[config.mk]
export PLATFORM = sky130hd
export DESIGN_NAME = seq_gen
export DESIGN_NICKNAME = d
export VERILOG_FILES = /design/src/rtl/seq_gen.sv
export SDC_FILE = /design/constraint.sdc
export NUM_CORES = 1
export LEC_CHECK = 0
export CAP_MARGIN = 20
export CORE_MARGIN = 3
export CORE_UTILIZATION = 47
export CTS_CLUSTER_SIZE = 20
export DETAILED_ROUTE_END_ITERATION = 8
export PLACE_DENSITY = 0.84
export SETUP_SLACK_MARGIN = 0.5
export SLEW_MARGIN = 10
export SYNTH_ARGS = -nofsm -noshare
export SYNTH_HDL_FRONTEND = slang
export SYNTH_SLANG_ARGS = --single-unit
[constraint.sdc]
create_clock -name clk -period 2.2 [get_ports clk]
set_input_delay 0.44 -clock clk [delete_from_list [all_inputs] [get_ports clk]]
set_output_delay 0.44 -clock clk [all_outputs]
set_load 0.02 [all_outputs]
[src/rtl/seq_gen.sv]
// ---------------------------------------------------------------------------
// seq_gen -- serial bit-sequence generator
//
// Captures a pattern word on a start request and shifts it out MSB-first
// (bit [len_m1] first, bit 0 last), one bit per clock, for repeat_n+1 passes.
// A one-cycle done pulse follows the final bit, then the block returns to
// IDLE and accepts the next request.
//
// Optional feature: define SEQ_GAP_EN to insert one GAP cycle (seq_valid=0)
// between consecutive passes. Undefined, passes run back-to-back.
//
// Ports:
//   clk        system clock, rising edge
//   rst        synchronous active-low reset
//   start      request pulse, sampled only in IDLE
//   pattern    bits to send (captured at start)
//   len_m1     sequence length minus 1 (clamped to MAX_LEN-1 at capture)
//   repeat_n   extra passes (total passes = repeat_n+1)
//   seq_out    registered serial data, 0 whenever seq_valid=0
//   seq_valid  seq_out carries a pattern bit this cycle
//   busy       high in SHIFT, GAP and DONE
//   done       one-cycle pulse after the final bit
//   state_out  current state code (IDLE=0, SHIFT=1, GAP=2, DONE=3)
// ---------------------------------------------------------------------------
module seq_gen #(
    parameter int MAX_LEN = 16,
    parameter int LEN_W   = 4,
    parameter int REP_W   = 4
) (
    input  logic               clk,
    input  logic               rst,
    input  logic               start,
    input  logic [MAX_LEN-1:0] pattern,
    input  logic [LEN_W-1:0]   len_m1,
    input  logic [REP_W-1:0]   repeat_n,
    output logic               seq_out,
    output logic               seq_valid,
    output logic               busy,
    output logic               done,
    output logic [3:0]         state_out
);

    typedef enum logic [3:0] {
        IDLE  = 4'd0,
        SHIFT = 4'd1,
        GAP   = 4'd2,
        DONE  = 4'd3
    } state_t;

    localparam logic [LEN_W-1:0] LEN_MAX = LEN_W'(MAX_LEN - 1);

    state_t             state;
    logic [MAX_LEN-1:0] pat;      // captured pattern
    logic [LEN_W-1:0]   len;      // captured (clamped) length minus 1
    logic [LEN_W-1:0]   idx;      // index of the bit currently on seq_out
    logic [REP_W-1:0]   rep_cnt;  // passes still to run after this one
    logic [LEN_W-1:0]   len_cap;

    // Lengths beyond the pattern register are clamped so idx always
    // addresses a real pattern bit.
    always_comb begin
        len_cap = (32'(len_m1) > MAX_LEN - 1) ? LEN_MAX : len_m1;
    end

    assign state_out = state;

    // NOTE: every register here, datapath included, is cleared by reset so a
    // truncated stream leaves no stale pattern behind; all state updates use
    // non-blocking assignments so each branch reads pre-edge values.
    always_ff @(posedge clk) begin
        if (!rst) begin
            state     <= IDLE;
            pat       <= '0;
            len       <= '0;
            idx       <= '0;
            rep_cnt   <= '0;
            seq_out   <= 1'b0;
            seq_valid <= 1'b0;
            busy      <= 1'b0;
            done      <= 1'b0;
        end else begin
            case (state)
                IDLE: begin
                    seq_out   <= 1'b0;
                    seq_valid <= 1'b0;
                    busy      <= 1'b0;
                    done      <= 1'b0;
                    if (start) begin
                        pat       <= pattern;
                        len       <= len_cap;
                        idx       <= len_cap;
                        rep_cnt   <= repeat_n;
                        state     <= SHIFT;
                        // First bit is presented in the cycle right after capture.
                        seq_out   <= pattern[len_cap];
                        seq_valid <= 1'b1;
                        busy      <= 1'b1;
                    end
                end

                SHIFT: begin
                    if (idx != '0) begin
                        idx     <= idx - LEN_W'(1);
                        seq_out <= pat[idx - LEN_W'(1)];
                    end else if (rep_cnt != '0) begin
                        rep_cnt <= rep_cnt - REP_W'(1);
                        idx     <= len;
`ifdef SEQ_GAP_EN
                        state     <= GAP;
                        seq_out   <= 1'b0;
                        seq_valid <= 1'b0;
`else
                        // Next pass starts immediately, no idle bit between.
                        seq_out <= pat[len];
`endif
                    end else begin
                        state     <= DONE;
                        seq_out   <= 1'b0;
                        seq_valid <= 1'b0;
                        done      <= 1'b1;
                    end
                end

`ifdef SEQ_GAP_EN
                GAP: begin
                    state     <= SHIFT;
                    seq_out   <= pat[idx];
                    seq_valid <= 1'b1;
                end
`endif

                DONE: begin
                    // start is deliberately ignored here.
                    state     <= IDLE;
                    seq_out   <= 1'b0;
                    seq_valid <= 1'b0;
                    busy      <= 1'b0;
                    done      <= 1'b0;
                end

                default: begin
                    // Unused codes recover to IDLE on the next edge.
                    state     <= IDLE;
                    seq_out   <= 1'b0;
                    seq_valid <= 1'b0;
                    busy      <= 1'b0;
                    done      <= 1'b0;
                end
            endcase
        end
    end

endmodule

==> results.yml <==
cells_and_area:
  nNetsFinal: 308
  fillers: 344
  antenna_cells: 0
  most-common-layout-cells: "nand2_1, dfxtp_1, clkdlybuf4s50_1"
  syn2layout_area_growth_pct: 30.6
  final_util: 0.644
  register_area_um2: 686
  fin_cells: 328
  layout-drive-gt1-share: 0.180
  mostFrequentLayoutCell: "nand2_1"
  multi_input_area_mm2: 0.00128
synth:
  async_flop_share: 0
  synthCells: 236
  synth_ff_type: "dfxtp_1"
  synth_area_per_cell_um2: 8.41
  synth_cell_types: 47
  ys_warn_count: 0
  synth-seq-area-share: 0.343
  ys_ff_latch: 34
  netlist_area_mm2: 0.00199
  synth-edff-count: 0
detailed_routing:
  drcViolationCount: 0
  dr.pass1.iters: 4
  vias: 1880
  ant_nets: 0
  drtIter0Drc: 151
  post_drt_wl_per_cell_um: 15.8
  wl_um: 5180
  via_per_inst: 5.73
die:
  initial_core_util: 0.493
  fp.coreArea_mm2: 0.00403
  dieArea_mm2: 0.00504
  die_w_um: 71
  rows: 23
  io_pins: 35
  die-height_um: 71
worst_setup_path:
  r2r-end: "seq_out"
  path_class: "in2reg"
  critical_path_peak_fanout: 2
  max_stage_delay_ns: 0.51
  path_buf_inv: 1
  cp.required_ns: 2.36
  crit_chain: "clkdlybuf4s50_1 -> mux4_2 -> nor2_1 -> o21ai_0 -> or4_1"
  cp_slowest_cell: "or4_1"
  cpLargestDelayFamily: "simple AND/OR/NAND/NOR gates"
  r2r-start: "idx[1]"
  reg2regPathDepth: 6
  critPathCaptureType: "flip-flop"
  crit_arrival_ns: 2.13
  rrSetupSlack_ns: 0.24
  start_kind: "input pin"
sta:
  hold_slack_ns: 0.466
  relSlewSlack: 0.612
  slew_viol_final: 0
  post-route-min-period_ns: 1.97
  finalCritPeriodShare: 0.896
  clock_skew_ns: 0.00768
  finalHoldViolCount: 0
  fmax_mhz: 507
  rsz0062_at_grt: "yes"
  worstMarginPinSlew_ns: 0.567
  setup_viol: 0
worst_hold_path:
  min_from: "busy"
  whs_endpoint: "busy"
  worstHoldPathType: "reg2reg"
  worstHoldPathCells: 2
clock_network:
  clockBufferDepth: 2
  cts_made_buffers: 5
  clock_latency_ns: 0.29
  htreeDepth: 2
  path_clk_slew_ns: 0.07
  cts.sinks: 34
  cts_tree: "yes"
  cts_root_buffer: "clkbuf_8"
  cts_hold_buf: 0
power:
  p_leak_nw: 1.06
  p_per_area_mw_per_mm2: 705
  ir_drop_mv: 0.401
global_route:
  grt_pass1_vias: 1786
  grt.met1_usage: 0.257
  overflow: 0
  groute.layer.met2.usage: 0.363
  grt_first_pass_wirelength_um: 8500
  antenna_found_initial: 0
  grt_start_max_net_pins: 31
  top_usage_layer: "met2"
  grt.met3_usage: 0.0497
  track_usage: 0.218
place:
  gp_congestion: 0.923
  hpwl_um: 3700
  io_buffers: 32
  dpl.cell_count: 315
flow_run:
  maxCapViolCount: 0
status:
  outcome: "completed"
## what timing repair did
item                                    in CTS  in global routing
buffers inserted                             5                  2
pin swaps                                    3                  6
endpoints found under the setup margin      11                 24
gates resized for setup                     10                 13
## stage by stage
| stage | total power (W) | instance area (µm²) | TNS [ns] | worst slack [ns] |
|---|---|---|---|---|
| after floorplan | 0.00112 | 2030 | 0 | 0.259 |
| after global placement | 0.00128 | 2410 | -0.130 | -0.130 |
| after detailed placement | 0.00130 | 2410 | -0.171 | -0.171 |
| after CTS | 0.00179 | 2540 | 0 | 0.229 |
| after global routing | 0.00193 | 2590 | 0 | 0.119 |
| final | 0.00183 | 2590 | 0 | 0.229 |
## worst max path at each step
stage               startpoint  endpoint  slack [ns]  cells after the start
finish               len_m1[1]   seq_out        0.23                      5
floorplan               idx[0]   seq_out        0.26                      7
global placement     len_m1[0]   seq_out       -0.13                      6
detailed placement   len_m1[0]   seq_out       -0.17                      6
CTS                  len_m1[1]   seq_out        0.23                      5
global route            idx[1]   seq_out        0.12                      6
## power breakdown
group          total, W  switching [W]  internal, W
clock network  0.000459       0.000217     0.000241
registers      0.000739      0.0000632     0.000676
logic          0.000630       0.000298     0.000332
## Yosys cell counts, types with 2 or more instances
| cell | n | area [µm²] |
|---|---|---|
| a2111oi_0 | 2 | 17.5 |
| a21boi_0 | 22 | 165 |
| a21oi_1 | 8 | 40.0 |
| and2_1 | 2 | 12.5 |
| buf_4 | 2 | 15.0 |
| clkbuf_1 | 12 | 45.0 |
| dfxtp_1 | 34 | 681 |
| ha_1 | 2 | 25.0 |
| inv_1 | 5 | 18.8 |
| mux2_2 | 2 | 22.5 |
| mux2i_1 | 12 | 120 |
| mux4_1 | 4 | 105 |
| mux4_2 | 2 | 45.0 |
| nand2_1 | 52 | 195 |
| nand2b_1 | 6 | 37.5 |
| nand3_1 | 7 | 35.0 |
| nand3b_1 | 4 | 30.0 |
| nor2_1 | 14 | 52.6 |
| nor2b_1 | 5 | 31.3 |
| nor3_1 | 2 | 10.0 |
| nor3b_1 | 3 | 22.5 |
| nor4_1 | 3 | 18.8 |
| o211a_1 | 2 | 20.0 |
| o21ai_0 | 4 | 20.0 |
| o31ai_1 | 2 | 15.0 |
| or2_2 | 2 | 12.5 |
## flip-flops by register name (all words and copies together), names as in the netlist
name and cells:
busy 1, done 1, idx 4, len 4, pat 16, rep_cnt 4, seq_out 1, seq_valid 1
state_out 2
## per-layer routing
layer / up-vias / routed length [µm]
li1: 922 / -
met1: 882 / 2200
met2: 61 / 2500
met3: 15 / 274
met4: 0 / 204
met5: - / 0
## layout make-up
type                            instances  share of cell area
Clock buffer                            6              0.0318
Inverter                                5             0.00724
Multi-Input combinational cell        182               0.493
Sequential cell                        34               0.264
Tap cell                               50              0.0241
Timing Repair Buffer                   51               0.180
## kinds of logic (layout without fill, tap and decap cells)
group,after synthesis,count (layout),share of synthesized area
other cells,1,2,0.00189
fa+ha+maj,2,2,0.0126
compound gates,50,50,0.185
flops,34,34,0.343
buf+inv,21,62,0.0479
mux,20,20,0.147
simple gates,108,108,0.263
## tightest hold or removal path, stage by stage, from the launching register on
cell and delay [ns]:
dfxtp_1 0.31, nand2_1 0.05, a21oi_1 0.05
Power figures use the tool's default switching activity.
